[config.mk]
export PLATFORM = sky130hd
export DESIGN_NAME = sram_like_responder
export DESIGN_NICKNAME = d
export VERILOG_FILES = /design/src/rtl/sram_like_responder_pkg.sv /design/src/rtl/sram_like_responder_resp_fifo.sv /design/src/rtl/sram_like_responder.sv
export SDC_FILE = /design/constraint.sdc
export NUM_CORES = 1
export LEC_CHECK = 0
export CAP_MARGIN = 10
export CORE_MARGIN = 10
export CORE_UTILIZATION = 46
export CTS_CLUSTER_SIZE = 25
export DETAILED_ROUTE_END_ITERATION = 8
export GPL_TIMING_DRIVEN = 0
export PLACE_DENSITY = 0.81
export SLEW_MARGIN = 0
export SYNTH_ARGS = -nofsm -noshare
export SYNTH_HDL_FRONTEND = slang
export SYNTH_SLANG_ARGS = --single-unit
[constraint.sdc]
create_clock -name clk -period 2.6 [get_ports clk]
set_input_delay 0.39 -clock clk [delete_from_list [all_inputs] [get_ports clk]]
set_output_delay 0.39 -clock clk [all_outputs]
set_load 0.005 [all_outputs]
[src/rtl/sram_like_responder_pkg.sv]
// Shared encodings for the sram-like responder: transfer sizes, data width and
// the byte-enable decode used when driving the RAM.
package sram_like_responder_pkg;

    localparam int DW = 32;

    typedef enum logic [1:0] {
        SIZE_BYTE = 2'd0,
        SIZE_HALF = 2'd1,
        SIZE_WORD = 2'd2,
        SIZE_RSVD = 2'd3
    } size_e;

    // The reserved size behaves like a word access.
    function automatic logic [3:0] wen_decode(input logic       wr,
                                              input logic [1:0] size,
                                              input logic [1:0] addr_lo);
        logic [3:0] wen;
        wen = 4'h0;
        if (wr) begin
            case (size)
                SIZE_BYTE: wen = 4'b0001 << addr_lo;
                SIZE_HALF: wen = 4'b0011 << {addr_lo[1], 1'b0};
                default:   wen = 4'hf;
            endcase
        end
        return wen;
    endfunction

endpackage

[src/rtl/sram_like_responder_resp_fifo.sv]
// In-order response FIFO: one entry per accepted request holding its write flag,
// remaining latency, captured read data and a data-captured flag.
module sram_like_responder_resp_fifo
    import sram_like_responder_pkg::*;
#(
    parameter int OUTST = 2,
    parameter int CW    = 1,
    parameter int PW    = 1,
    parameter int NW    = 2
) (
    input  logic          clk,
    input  logic          resetn,
    input  logic          push_i,
    input  logic          push_wr_i,
    input  logic [CW-1:0] push_cnt_i,
    input  logic          pop_i,
    input  logic          cap_en_i,
    input  logic [PW-1:0] cap_idx_i,
    input  logic [DW-1:0] cap_data_i,
    output logic          head_wr_o,
    output logic [CW-1:0] head_cnt_o,
    output logic [DW-1:0] head_data_o,
    output logic          head_vld_o,
    output logic [PW-1:0] head_idx_o,
    output logic [PW-1:0] tail_idx_o,
    output logic          full_o,
    output logic          empty_o
);

    logic          wr_q   [OUTST];
    logic [CW-1:0] cnt_q  [OUTST];
    logic [DW-1:0] data_q [OUTST];
    logic          dvld_q [OUTST];

    logic [PW-1:0] rd_ptr_q, rd_ptr_d;
    logic [PW-1:0] wr_ptr_q, wr_ptr_d;
    logic [NW-1:0] count_q, count_d;

    function automatic logic [PW-1:0] ptr_inc(input logic [PW-1:0] p);
        return (p == PW'(OUTST - 1)) ? '0 : p + 1'b1;
    endfunction

    always_comb begin
        rd_ptr_d = pop_i  ? ptr_inc(rd_ptr_q) : rd_ptr_q;
        wr_ptr_d = push_i ? ptr_inc(wr_ptr_q) : wr_ptr_q;
        count_d  = count_q;
        if (push_i && !pop_i) begin
            count_d = count_q + 1'b1;
        end else if (pop_i && !push_i) begin
            count_d = count_q - 1'b1;
        end
    end

    // A push into a slot that is also the capture target (OUTST=1 back-to-back)
    // must win, so it is written last.
    always_ff @(posedge clk or negedge resetn) begin
        if (!resetn) begin
            for (int i = 0; i < OUTST; i++) begin
                wr_q[i]   <= 1'b0;
                cnt_q[i]  <= '0;
                data_q[i] <= '0;
                dvld_q[i] <= 1'b0;
            end
            rd_ptr_q <= '0;
            wr_ptr_q <= '0;
            count_q  <= '0;
        end else begin
            for (int i = 0; i < OUTST; i++) begin
                if (cnt_q[i] != '0) begin
                    cnt_q[i] <= cnt_q[i] - 1'b1;
                end
            end
            if (cap_en_i) begin
                data_q[cap_idx_i] <= cap_data_i;
                dvld_q[cap_idx_i] <= 1'b1;
            end
            if (push_i) begin
                wr_q[wr_ptr_q]   <= push_wr_i;
                cnt_q[wr_ptr_q]  <= push_cnt_i;
                data_q[wr_ptr_q] <= '0;
                dvld_q[wr_ptr_q] <= 1'b0;
            end
            rd_ptr_q <= rd_ptr_d;
            wr_ptr_q <= wr_ptr_d;
            count_q  <= count_d;
        end
    end

    assign head_wr_o   = wr_q[rd_ptr_q];
    assign head_cnt_o  = cnt_q[rd_ptr_q];
    assign head_data_o = data_q[rd_ptr_q];
    assign head_vld_o  = dvld_q[rd_ptr_q];
    assign head_idx_o  = rd_ptr_q;
    assign tail_idx_o  = wr_ptr_q;
    assign full_o      = (count_q == NW'(OUTST));
    assign empty_o     = (count_q == '0);

endmodule

[src/rtl/sram_like_responder.sv]
// Slave end of the sram-like bus in front of a 1-cycle synchronous RAM, with
// configurable response latency and addr_ok throttling; responses stay in order.
module sram_like_responder
    import sram_like_responder_pkg::*;
#(
    parameter int OUTST    = 2,
    parameter int LATENCY  = 1,
    parameter int ADDR_GAP = 0,
    parameter int AW       = 32
) (
    input  logic          clk,
    input  logic          resetn,
    input  logic          req,
    input  logic          wr,
    input  logic [1:0]    size,
    input  logic [AW-1:0] addr,
    input  logic [DW-1:0] wdata,
    output logic          addr_ok,
    output logic          data_ok,
    output logic [DW-1:0] rdata,
    output logic          mem_en,
    output logic [3:0]    mem_wen,
    output logic [AW-1:0] mem_addr,
    output logic [DW-1:0] mem_wdata,
    input  logic [DW-1:0] mem_rdata
);

    localparam int CW = (LATENCY > 1) ? $clog2(LATENCY) : 1;
    localparam int GW = (ADDR_GAP > 0) ? $clog2(ADDR_GAP + 1) : 1;
    localparam int PW = (OUTST > 1) ? $clog2(OUTST) : 1;
    localparam int NW = $clog2(OUTST + 1);

    logic [GW-1:0] gap_q, gap_d;
    logic          cap_q;
    logic          cap_wr_q;
    logic [PW-1:0] cap_idx_q;
    logic [DW-1:0] rdata_q;

    logic          head_wr, head_vld, full, empty;
    logic [CW-1:0] head_cnt;
    logic [DW-1:0] head_data;
    logic [PW-1:0] head_idx, tail_idx;

    logic          head_ready, retire_now, full_eff, accept;
    logic [DW-1:0] head_rdata, cap_data;

    sram_like_responder_resp_fifo #(
        .OUTST (OUTST),
        .CW    (CW),
        .PW    (PW),
        .NW    (NW)
    ) u_resp_fifo (
        .clk         (clk),
        .resetn      (resetn),
        .push_i      (accept),
        .push_wr_i   (wr),
        .push_cnt_i  (CW'(LATENCY - 1)),
        .pop_i       (retire_now),
        .cap_en_i    (cap_q),
        .cap_idx_i   (cap_idx_q),
        .cap_data_i  (cap_data),
        .head_wr_o   (head_wr),
        .head_cnt_o  (head_cnt),
        .head_data_o (head_data),
        .head_vld_o  (head_vld),
        .head_idx_o  (head_idx),
        .tail_idx_o  (tail_idx),
        .full_o      (full),
        .empty_o     (empty)
    );

    // The RAM word for the entry accepted last cycle is on mem_rdata right now;
    // forwarding it lets LATENCY=1 answer in the cycle after accept.
    always_comb begin
        head_ready = head_vld || (cap_q && (cap_idx_q == head_idx));
        if (head_vld) begin
            head_rdata = head_data;
        end else if (head_wr) begin
            head_rdata = '0;
        end else begin
            head_rdata = mem_rdata;
        end
    end

    assign cap_data   = cap_wr_q ? '0 : mem_rdata;
    assign retire_now = !empty && (head_cnt == '0) && head_ready;
    assign full_eff   = full && !retire_now;
    assign addr_ok    = resetn && !full_eff && (gap_q == '0);
    assign accept     = req && addr_ok;

    assign mem_en    = accept;
    assign mem_wen   = accept ? wen_decode(wr, size, addr[1:0]) : 4'h0;
    assign mem_addr  = {addr[AW-1:2], 2'b00};
    assign mem_wdata = wdata;

    assign data_ok = retire_now;
    assign rdata   = retire_now ? head_rdata : rdata_q;

    always_comb begin
        if (accept) begin
            gap_d = GW'(ADDR_GAP);
        end else if (gap_q != '0) begin
            gap_d = gap_q - 1'b1;
        end else begin
            gap_d = '0;
        end
    end

    always_ff @(posedge clk or negedge resetn) begin
        if (!resetn) begin
            gap_q     <= '0;
            cap_q     <= 1'b0;
            cap_wr_q  <= 1'b0;
            cap_idx_q <= '0;
            rdata_q   <= '0;
        end else begin
            gap_q     <= gap_d;
            cap_q     <= accept;
            cap_wr_q  <= wr;
            cap_idx_q <= tail_idx;
            if (retire_now) begin
                rdata_q <= head_rdata;
            end
        end
    end

endmodule
==> metrics.txt, run 1 <==
R2R Setup Slk=0.48 ns; minimum clock period=2.56 ns; WP buf/inv=4; DIE HEIGHT=133 um; clock-pin slew on the worst setup and hold paths=approximately 0.070 ns; Final period util=98.5%; H-tree Lvls=3; Routed Antenna Nets=0; worst r2r src=u_resp_fifo.head_idx_o; Worst path max stage delay=0.38 ns; unrepaired setup endpoints after global routing=yes; GR Overflow Total=0; IO buf count=140; pwr/cell area=~1200 mW/mm^2; outcome=finished, violations left; critical path launch point type=flop; Pleak=0.00335 uW; worst path required time=2.21 ns; Fmax=390 MHz; post-synthesis cell area=approximately 0.0058 mm^2; Pre-Repair DR Iteration Count=4; crit path from=u_resp_fifo.head_idx_o; final core utilization=63.2%; share of the synthesized area in the top cell type=between 40% and 50%; Yosys cell types=37; ys async rst share=100%; final worst-path setup slack=just under 0.04 ns; clock skew=0.00768 ns; Crit Path Class=flop to primary output; first-pass GRT wire length=27300 um; violated checks=hold timing; worst hold margin=-0.00947 ns; syn_area_per_cell=approximately 9.5 um^2; max cap viols=0; Final Max Slew Viols=0; final WL=~17000 um; CTS max path bufs=2; Area contributors post-synth=dfrtp_1, buf_4, a211oi_2; GPL Wtd Cong=0.835; most used cell, CP=buf_6; Clk Latency, worst-skew pair=0.36 ns; Tightest Pin Transition=0.760 ns; yosys warns=0; DRC=0; initial antenna violation count=0; Synth top cells by count=dfrtp_1, nor2_1, a21oi_1, nand2_1, buf_4; Critical path destination=rdata[21]; final setup fails=0; area growth from synthesis to layout=35.4%; vias in the first global route=5269; dpl hpwl=12500 um; Die X=133 um; num ports=between 200 and 250; EDFF count, synth=0; element type at the critical path end=primary output; #FFs+latches synth=around 110; via count=approximately 4900; DRT iter0 DRCs=344; Stages on worst setup path=7; cell with the most instances after synthesis=dfrtp_1; DP Worst Slack=-0.199 ns; routed len/inst=around 18 um; Slowest cell on crit path=dfrtp_1; FF-to-FF End=u_resp_fifo.count_q[1]; critical path data arrival time=2.17 ns; number of vias per cell=~5.2; instance count of the mapped netlist=612; core footprint=0.0125 mm^2; final hold vios=32; Ant. Diodes=0; Critical Path, Cell by Cell=buf_6, or2_4, o221a_4, buf_6, buf_8, a21oi_2, dlygate4sd2_1; die area=0.0176 mm^2; main flop type after synthesis=dfrtp_1; post-route setup TNS=0 ns; layout cells sized above 1=29.4%; nets=870; reg2reg path depth=10; GRT Overall Usage=a little under a fifth; CTS root buffer=clkbuf_16; largest net degree at the start of global routing=68; Placed Area=~0.0075 mm^2; Clock Sinks=107; CTS buffer count=9; Max VDD drop=668 uV; crit-path leading delay family=buffers and inverters; highest fanout seen on the critical path=10; final instance area=0.00792 mm^2; FP Rows=between 40 and 50; Max-slew headroom=around 49%; TritonCTS clock tree=built; Synth area leader=dfrtp_1; hold buffer count at cts=0; post-synthesis sequential area ratio=45.8%; Initial Util=46.7%; Worst Hold Class=primary input to asynchronous set/reset pin
## layer usage
| layer | vias up | track usage, % | wire length (um) |
|---|---|---|---|
| met5 | - | 0 | 0 |
| met4 | 0 | 6.42 | 310 |
| met3 | 24 | 5.41 | 1120 |
| met2 | 195 | 32.8 | 8640 |
| met1 | 2420 | 21.8 | 7110 |
| li1 | 2305 | - | - |
## cell usage in the layout (no fill, tap or decap), drive strengths merged, types with 2 or more instances in the layout
cell             n
a211oi          33
a21oi           70
and2             2
buf             89
clkbuf          55
clkdlybuf4s15    6
clkdlybuf4s50  103
clkinv           2
clkinvlp         2
conb             2
dfrtp          107
dlygate4sd2      6
dlymetal6s2s     3
inv              2
mux2             2
nand2           65
nand2b          36
nand3            2
nor2            70
nor2b           33
o21ai           33
o2bb2ai         32
or2              2
xor2             4
## registers in the layout, summed over array words and instances (netlist names), 2 cells and up
| signal | cells |
|---|---|
| u_resp_fifo.data_q | 64 |
| rdata_q | 32 |
| u_resp_fifo.count_q | 2 |
| u_resp_fifo.dvld_q | 2 |
| u_resp_fifo.wr_q | 2 |
## cells by family (layout without fill, tap and decap cells)
kind of cell               after synthesis  in the layout  synth area share, %
and+or+nand+nor                        211            211                 17.7
AOI/OAI and AO/OA                      174            174                 22.1
muxes                                    2              2                0.514
other                                    1              2               0.0642
xor gates and xnor gates                 5              5                0.749
DFF                                    107            107                 45.8
buffers and inverters                  111            269                 12.8
adders and majority gates                1              1                0.214
## how the worst min path moves through the flow
stage                                  end  slack (ns)                   start  depth (start not counted)
global placement    u_resp_fifo.count_q[1]        0.47  u_resp_fifo.count_q[1]                          1
finish              u_resp_fifo.data_q[38]      -0.009                  resetn                          1
global route        u_resp_fifo.count_q[1]        0.03                  resetn                          1
floorplan                        cap_idx_q        0.09                  resetn                          0
detailed placement  u_resp_fifo.count_q[1]        0.48  u_resp_fifo.count_q[1]                          1
CTS                 u_resp_fifo.count_q[1]        0.06                  resetn                          1
## cell type report
class / count / area [um^2]
plain buffers: 109 / 782
clock buffers: 10 / 229
clock inverters: 5 / 55.1
fillers: 1045 / 4600
inverters: 2 / 7.51
multi-input cells: 395 / 2610
flip-flops and latches: 107 / 2680
well taps: 172 / 215
repair buffers: 143 / 1340
## report_power, final
group          internal, uW  total, uW  leakage (uW)  switching [uW]
clock network           738       1350      0.000134             612
logic                  2390       5330       0.00188            2940
registers              2450       2810       0.00134             362
total                  5580       9490       0.00335            3910
## repair_timing
item,4_1_cts,5_1_grt
endpoints found under the hold margin,0,0
gates resized for setup,63,92
gates cloned,0,0
pin swaps,0,1
setup buffers,0,2
endpoints found under the setup margin,35,34
## per-stage QoR
step / cells / total power, uW / hold WS [ns]
global placement: 925 / 7850 / 0.466
detailed placement: 926 / 8040 / 0.475
floorplan: 613 / 5670 / 0.0944
finish: 943 / 9490 / -0.00947
global route: 943 / 10200 / 0.0251
CTS: 941 / 9260 / 0.0639
(Power assumes the default switching activity.)
==> inputs of run 2 (changes only) <==
--- a/config.mk
+++ b/config.mk
@@ -7,11 +7,12 @@
 export LEC_CHECK = 0
 export CAP_MARGIN = 10
 export CORE_MARGIN = 10
-export CORE_UTILIZATION = 46
+export CORE_UTILIZATION = 49
 export CTS_CLUSTER_SIZE = 25
 export DETAILED_ROUTE_END_ITERATION = 8
 export GPL_TIMING_DRIVEN = 0
-export PLACE_DENSITY = 0.81
+export PLACE_DENSITY = 0.86
+export SETUP_SLACK_MARGIN = 0.4
 export SLEW_MARGIN = 0
 export SYNTH_ARGS = -nofsm -noshare
 export SYNTH_HDL_FRONTEND = slang
==> constraint.sdc (replaced) <==
create_clock -name clk -period 3 [get_ports clk]
set_input_delay 0.45 -clock clk [delete_from_list [all_inputs] [get_ports clk]]
set_output_delay 0.45 -clock clk [all_outputs]
set_load 0.005 [all_outputs]
==> run 2 against run 1 <==
Effect of this change: the run now ends clean; sequential power is 11% lower; clock power is 8% lower; cell count is 1.6% lower; via count increased by 3.6%; power is 0.89% lower.
==> metrics.txt, run 2 (synthesis results as in run 1) <==
unrepaired setup endpoints after global routing=yes (unchanged); DP Worst Slack=0.112 ns (was -0.199 ns); Tightest Pin Transition=1.04 ns (was 0.760 ns); number of flip-flops under the largest register name=64 (unchanged); dpl hpwl=12800 um (was 12500 um); Psw=3950 uW (was 3910 uW); Worst Hold Class=primary input to asynchronous set/reset pin (unchanged); Final Max Slew Viols=0 (unchanged); DRC=0 (unchanged); non-filler instance count after layout=928 (was 943); initial antenna violation count=2 (was 0); via count=5120 (was 4944); CTS buffer count=9 (unchanged); num ports=205 (unchanged); Placed Area=0.00745 mm^2 (was 0.00748 mm^2); sequential share of power=26.7% (was 29.6%); final WL=18900 um (was 17200 um); Gate power share=60.0% (was 56.2%); IO buf count=140 (unchanged); Pre-Repair DR Iteration Count=5 (was 4); FP Rows=39 (was 41); final instance area=0.00838 mm^2 (was 0.00792 mm^2); worst path required time=2.55 ns (was 2.21 ns); Biggest register=u_resp_fifo.data_q (unchanged); most frequent cells in the layout=dfrtp_1, clkdlybuf4s50_1, buf_4 (unchanged); clock share of power=13.2% (was 14.2%); max cap viols=0 (unchanged); vias in the first global route=5437 (was 5269); GR Overflow Total=0 (unchanged); Max VDD drop=769 uV (was 668 uV); TritonCTS clock tree=built (unchanged); nets=881 (was 870); first-pass GRT wire length=28500 um (was 27300 um); Die X=129 um (was 133 um); final setup fails=0 (unchanged); Sw Ratio=42.0% (was 41.2%); DRT iter0 DRCs=222 (was 344); most common cell after layout, fill and taps aside=dfrtp_1 (unchanged); Routed Antenna Nets=0 (unchanged); Largest regs=u_resp_fifo.data_q (64), rdata_q (32) (unchanged); clock-pin slew on the worst setup and hold paths=0.07 ns (about the same); Max-slew headroom=30.7% (was 49.3%); CTS root buffer=clkbuf_16 (unchanged); routed len/inst=20.4 um (was 18.2 um); Initial Util=50.5% (was 46.7%); Pleak=0.00348 uW (was 0.00335 uW); GPL Wtd Cong=0.786 (was 0.835); CTS max path bufs=2 (unchanged); GRT Overall Usage=21.4% (was 18.9%); placed cell count=897 (was 926); largest net degree at the start of global routing=40 (was 68); internal cell power=5460 uW (was 5580 uW); final worst-path setup slack=0.353 ns (was 0.0389 ns); H-tree Lvls=3 (unchanged); element type at the critical path end=primary output (unchanged); Fillers=822 (was 1045); pwr/cell area=1120 mW/mm^2 (was 1200 mW/mm^2); Final period util=about nine tenths; critical path launch point type=flop (unchanged); die area=0.0167 mm^2 (was 0.0176 mm^2); outcome=finished clean (was finished, violations left); Clock Sinks=107 (unchanged); critical path data arrival time=2.20 ns (was 2.17 ns); DIE HEIGHT=129 um (was 133 um); Fmax=378 MHz; minimum clock period=~2.6 ns; Clk Latency, worst-skew pair=0.36 ns (about the same); area growth from synthesis to layout=43.3% (was 35.4%); Crit Path Class=flop to primary output (unchanged); highest fanout seen on the critical path=10 (unchanged); core footprint=0.0116 mm^2 (was 0.0125 mm^2); number of vias per cell=5.52 (was 5.24); final hold vios=0 (was 32); clock skew=0.0106 ns (was 0.00768 ns); layout cells sized above 1=34.2% (was 29.4%)
==> run 2: layout make-up <==
type | instances | area (um^2) | area share (%)
multi-input cells | 395 | 2870 | 34.2
flip-flops and latches | 107 | 2680 | 32.0
repair buffers | 154 | 1470 | 17.6
plain buffers | 109 | 853 | 10.2
clock buffers | 11 | 253 | 3.02
well taps | 143 | 179 | 2.14
clock inverters | 5 | 58.8 | 0.702
inverters | 2 | 7.51 | 0.0896
diodes | 2 | 5.00 | 0.0598
==> run 2: power groups by stage <==
stage / sequential (uW) / combinational (uW) / clock, uW
global placement: 2410 / 4380 / 0
detailed placement: 2440 / 4500 / 0
CTS: 2470 / 5200 / 1240
finish: 2510 / 5650 / 1240
global route: 2570 / 6080 / 1310
floorplan: 2360 / 2550 / 0
==> run 2: worst paths after layout <==
check / start / endpoint / slack, ns / depth (start not counted)
worst min register to register: u_resp_fifo.count_q[1] / u_resp_fifo.count_q[1] / 0.49 / 1
worst max register to register: u_resp_fifo.head_idx_o / u_resp_fifo.count_q[1] / 0.89 / 10
min in group clk: u_resp_fifo.count_q[1] / u_resp_fifo.count_q[1] / 0.49 / 1
worst max-delay path: u_resp_fifo.head_idx_o / rdata[12] / 0.35 / 8
worst min-delay path: resetn / u_resp_fifo.data_q[33] / 0.07 / 2
max in group asynchronous: resetn / u_resp_fifo.data_q[19] / 1.53 / 2
==> run 2: repair_timing <==
action | 4_1_cts | 5_1_grt
endpoints found under the hold margin | 21 | 0
hold buffers | 2 | 0
resized for setup | 169 | 73
setup endpoints to repair | 38 | 35
pin swaps | 4 | 4
setup buffers | 5 | 1
cloned | 1 | 4
==> run 2: per-layer routing <==
metal	up-vias	GRT usage (%)	wire, um
met5	-	0	0
met4	0	8.43	378
met3	28	7.75	2020
met2	266	37.2	9540
met1	2494	23.4	7010
li1	2332	-	-
==> run 2: stage by stage <==
step / TNS [ns] / utilization, % / total power [uW] / hold slack, ns
CTS: 0 / 71.1 / 8910 / 0.0711
global placement: -489.70 / 64.2 / 6790 / 0.467
detailed placement: 0 / 64.4 / 6940 / 0.439
global route: 0 / 72.4 / 9970 / 0.0737
finish: 0 / 72.4 / 9400 / 0.0657
floorplan: 0 / - / 4910 / 0.154
==> run 2: worst max-delay path, cell delays in order (launching register included) <==
cell and delay, ns:
dfrtp_1 0.40, buf_6 0.15, and2_1 0.16, clkbuf_2 0.15
buf_2 0.21, o2bb2ai_1 0.16, a21oi_1 0.29, a21oi_4 0.10
clkdlybuf4s15_2 0.22
==> inputs of run 3 (changes only) <==
--- a/config.mk
+++ b/config.mk
@@ -8,10 +8,12 @@
 export CAP_MARGIN = 10
 export CORE_MARGIN = 10
 export CORE_UTILIZATION = 49
+export CTS_CLUSTER_DIAMETER = 40
 export CTS_CLUSTER_SIZE = 25
 export DETAILED_ROUTE_END_ITERATION = 8
 export GPL_TIMING_DRIVEN = 0
 export PLACE_DENSITY = 0.86
+export REMOVE_ABC_BUFFERS = 1
 export SETUP_SLACK_MARGIN = 0.4
 export SLEW_MARGIN = 0
 export SYNTH_ARGS = -nofsm -noshare
==> run 3 against run 2 <==
Effect of this change: count of clock-buffer cells in the layout up 2; via count down 4.6%; hold slack gained 0.00058 ns; sequential power increased by 3%; register-to-register slack got worse by 0.32 ns; utilization decreased by 6.0 points; clock skew is 0.0041 ns lower; maximum frequency shrank 0.11%; combinational power rose by 16%; clock power down 3%; sequential share of layout area is 3.0 points higher; critical path depth unchanged; largest cell class unchanged; largest power group unchanged.
==> metrics.txt, run 3 (synthesis results as in run 1) <==
vias in the first global route=5081 (was 5437); largest net degree at the start of global routing=62 (was 40); GPL Wtd Cong=0.744 (was 0.786); Pre-Repair DR Iteration Count=7 (was 5); Max VDD drop=715 uV (was 769 uV); Max-slew headroom=33.3% (was 30.7%); number of vias per cell=5.96 (was 5.52); FF-to-FF End=u_resp_fifo.wr_q[0] (was u_resp_fifo.count_q[1]); CTS max path bufs=2 (unchanged); final WL=20700 um (was 18900 um); CTS root buffer=clkbuf_16 (unchanged); clock skew=0.00645 ns (was 0.0106 ns); Overall Power=10400 uW (was 9400 uW); element type at the critical path end=primary output (unchanged); worst path required time=2.55 ns (about the same); area growth from synthesis to layout=31.5% (was 43.3%); Routed Antenna Nets=0 (unchanged); layout cells sized above 1=36.5% (was 34.2%); TritonCTS clock tree=built (unchanged); Final period util=88.3% (was 88.2%); final hold vios=0 (unchanged); core footprint=0.0116 mm^2 (unchanged); pwr/cell area=1350 mW/mm^2 (was 1120 mW/mm^2); CTS buffer count=9 (unchanged); hold buffer count at cts=0 (was 2); max cap viols=0 (unchanged); minimum clock period=2.65 ns (about the same); outcome=finished clean (unchanged); DRT iter0 DRCs=430 (was 222); die area=0.0167 mm^2 (unchanged); via count=4884 (was 5120); worst r2r src=cap_idx_q (was u_resp_fifo.head_idx_o); initial antenna violation count=0 (was 2); Die X=129 um (unchanged); Pleak=0.00316 uW (was 0.00348 uW); R2R Setup Slk=0.57 ns (was 0.89 ns); unrepaired setup endpoints after global routing=yes (unchanged); highest fanout seen on the critical path=7 (was 10); IO buf count=78 (was 140); number of flip-flops under the largest register name=64 (unchanged); most frequent cells in the layout=dfrtp_1, nand2_1, nor2_1 (was dfrtp_1, clkdlybuf4s50_1, buf_4); clock-pin slew on the worst setup and hold paths=0.07 ns (about the same); final worst-path setup slack=0.350 ns (was 0.353 ns); reg2reg path depth=7 (was 10); Ant. Diodes=0 (was 2); critical path data arrival time=2.20 ns (about the same); Final Max Slew Viols=0 (unchanged); Largest regs=u_resp_fifo.data_q (64), rdata_q (32) (unchanged); num ports=205 (unchanged); nets=776 (was 881); FP Rows=39 (unchanged); final core utilization=66.5% (was 72.4%); routed len/inst=25.2 um (was 20.4 um); DIE HEIGHT=129 um (unchanged); DRC=0 (unchanged); final setup fails=0 (unchanged); Biggest register=u_resp_fifo.data_q (unchanged); most common cell after layout, fill and taps aside=dfrtp_1 (unchanged); DP Worst Slack=-0.620 ns (was 0.112 ns); H-tree Lvls=3 (unchanged); Tightest Pin Transition=1.00 ns (was 1.04 ns); Crit Path Class=flop to primary output (unchanged); GR Overflow Total=0 (unchanged); dpl hpwl=11300 um (was 12800 um); GRT Overall Usage=24.2% (was 21.4%); critical path launch point type=flop (unchanged); Fmax=377 MHz (was 378 MHz); Worst Hold Class=primary input to asynchronous set/reset pin (unchanged); first-pass GRT wire length=30400 um (was 28500 um); Clk Latency, worst-skew pair=0.35 ns (was 0.36 ns); Clock Sinks=107 (unchanged); Initial Util=50.5% (unchanged)
==> run 3: timing repair <==
item	4_1_cts	5_1_grt
endpoints found under the setup margin	137	32
buffers inserted	49	9
gates cloned	12	1
resized for setup	193	52
pin swaps	33	27
==> run 3: stage by stage <==
stage / cell area, um^2 / hold WS (ns) / cells / setup TNS (ns)
finish: 7680 / 0.0663 / 820 / 0
global route: 7680 / 0.107 / 820 / 0
CTS: 7410 / 0.0881 / 810 / 0
detailed placement: 6290 / 0.480 / 734 / -17.44
global placement: 6070 / 0.473 / 725 / -616.93
floorplan: 5110 / 0.154 / 504 / -0.109
==> run 3: how the worst max path moves through the flow <==
stage	cells past startpoint	start	end	slack, ns
2_1_floorplan	4	cap_q	u_resp_fifo.wr_q[1]	-0.11
3_3_place_gp	4	resetn	u_resp_fifo.wr_q[1]	-4.21
3_5_place_dp	5	u_resp_fifo.dvld_q[1]	rdata[2]	-0.62
4_1_cts	7	u_resp_fifo.head_idx_o	rdata[2]	0.32
5_1_grt	7	u_resp_fifo.head_idx_o	rdata[18]	0.30
6_report	8	u_resp_fifo.head_idx_o	rdata[31]	0.35
==> run 3: worst max-delay path: stages, from the launching register on <==
cell	delay (ns)
dfrtp_4	0.50
buf_16	0.16
or2_4	0.30
o221a_4	0.30
buf_12	0.15
buf_12	0.13
nor2_4	0.10
a21oi_4	0.04
buf_2	0.14
==> run 3: per-layer routing <==
metal	track usage, %	share of wire, %
met5	6.47	0.67
met4	7.16	1.8
met2	36.6	46
met3	14.1	12
met1	28.0	39
==> run 3: power by group <==
group | total [uW] | switching [uW] | internal [uW]
sequential | 2590 | 455 | 2140
combinational | 6570 | 3260 | 3300
clock | 1200 | 514 | 688
total | 10400 | 4230 | 6130
==> run 3: area by class of cell <==
class	count	area (um^2)
Timing Repair Buffer	148	1560
Sequential cell	107	2690
Clock buffer	13	260
Inverter	2	7.51
Tap cell	143	179
Multi-Input combinational cell	405	2960
Fill cell	863	3880
Clock inverter	2	35.0
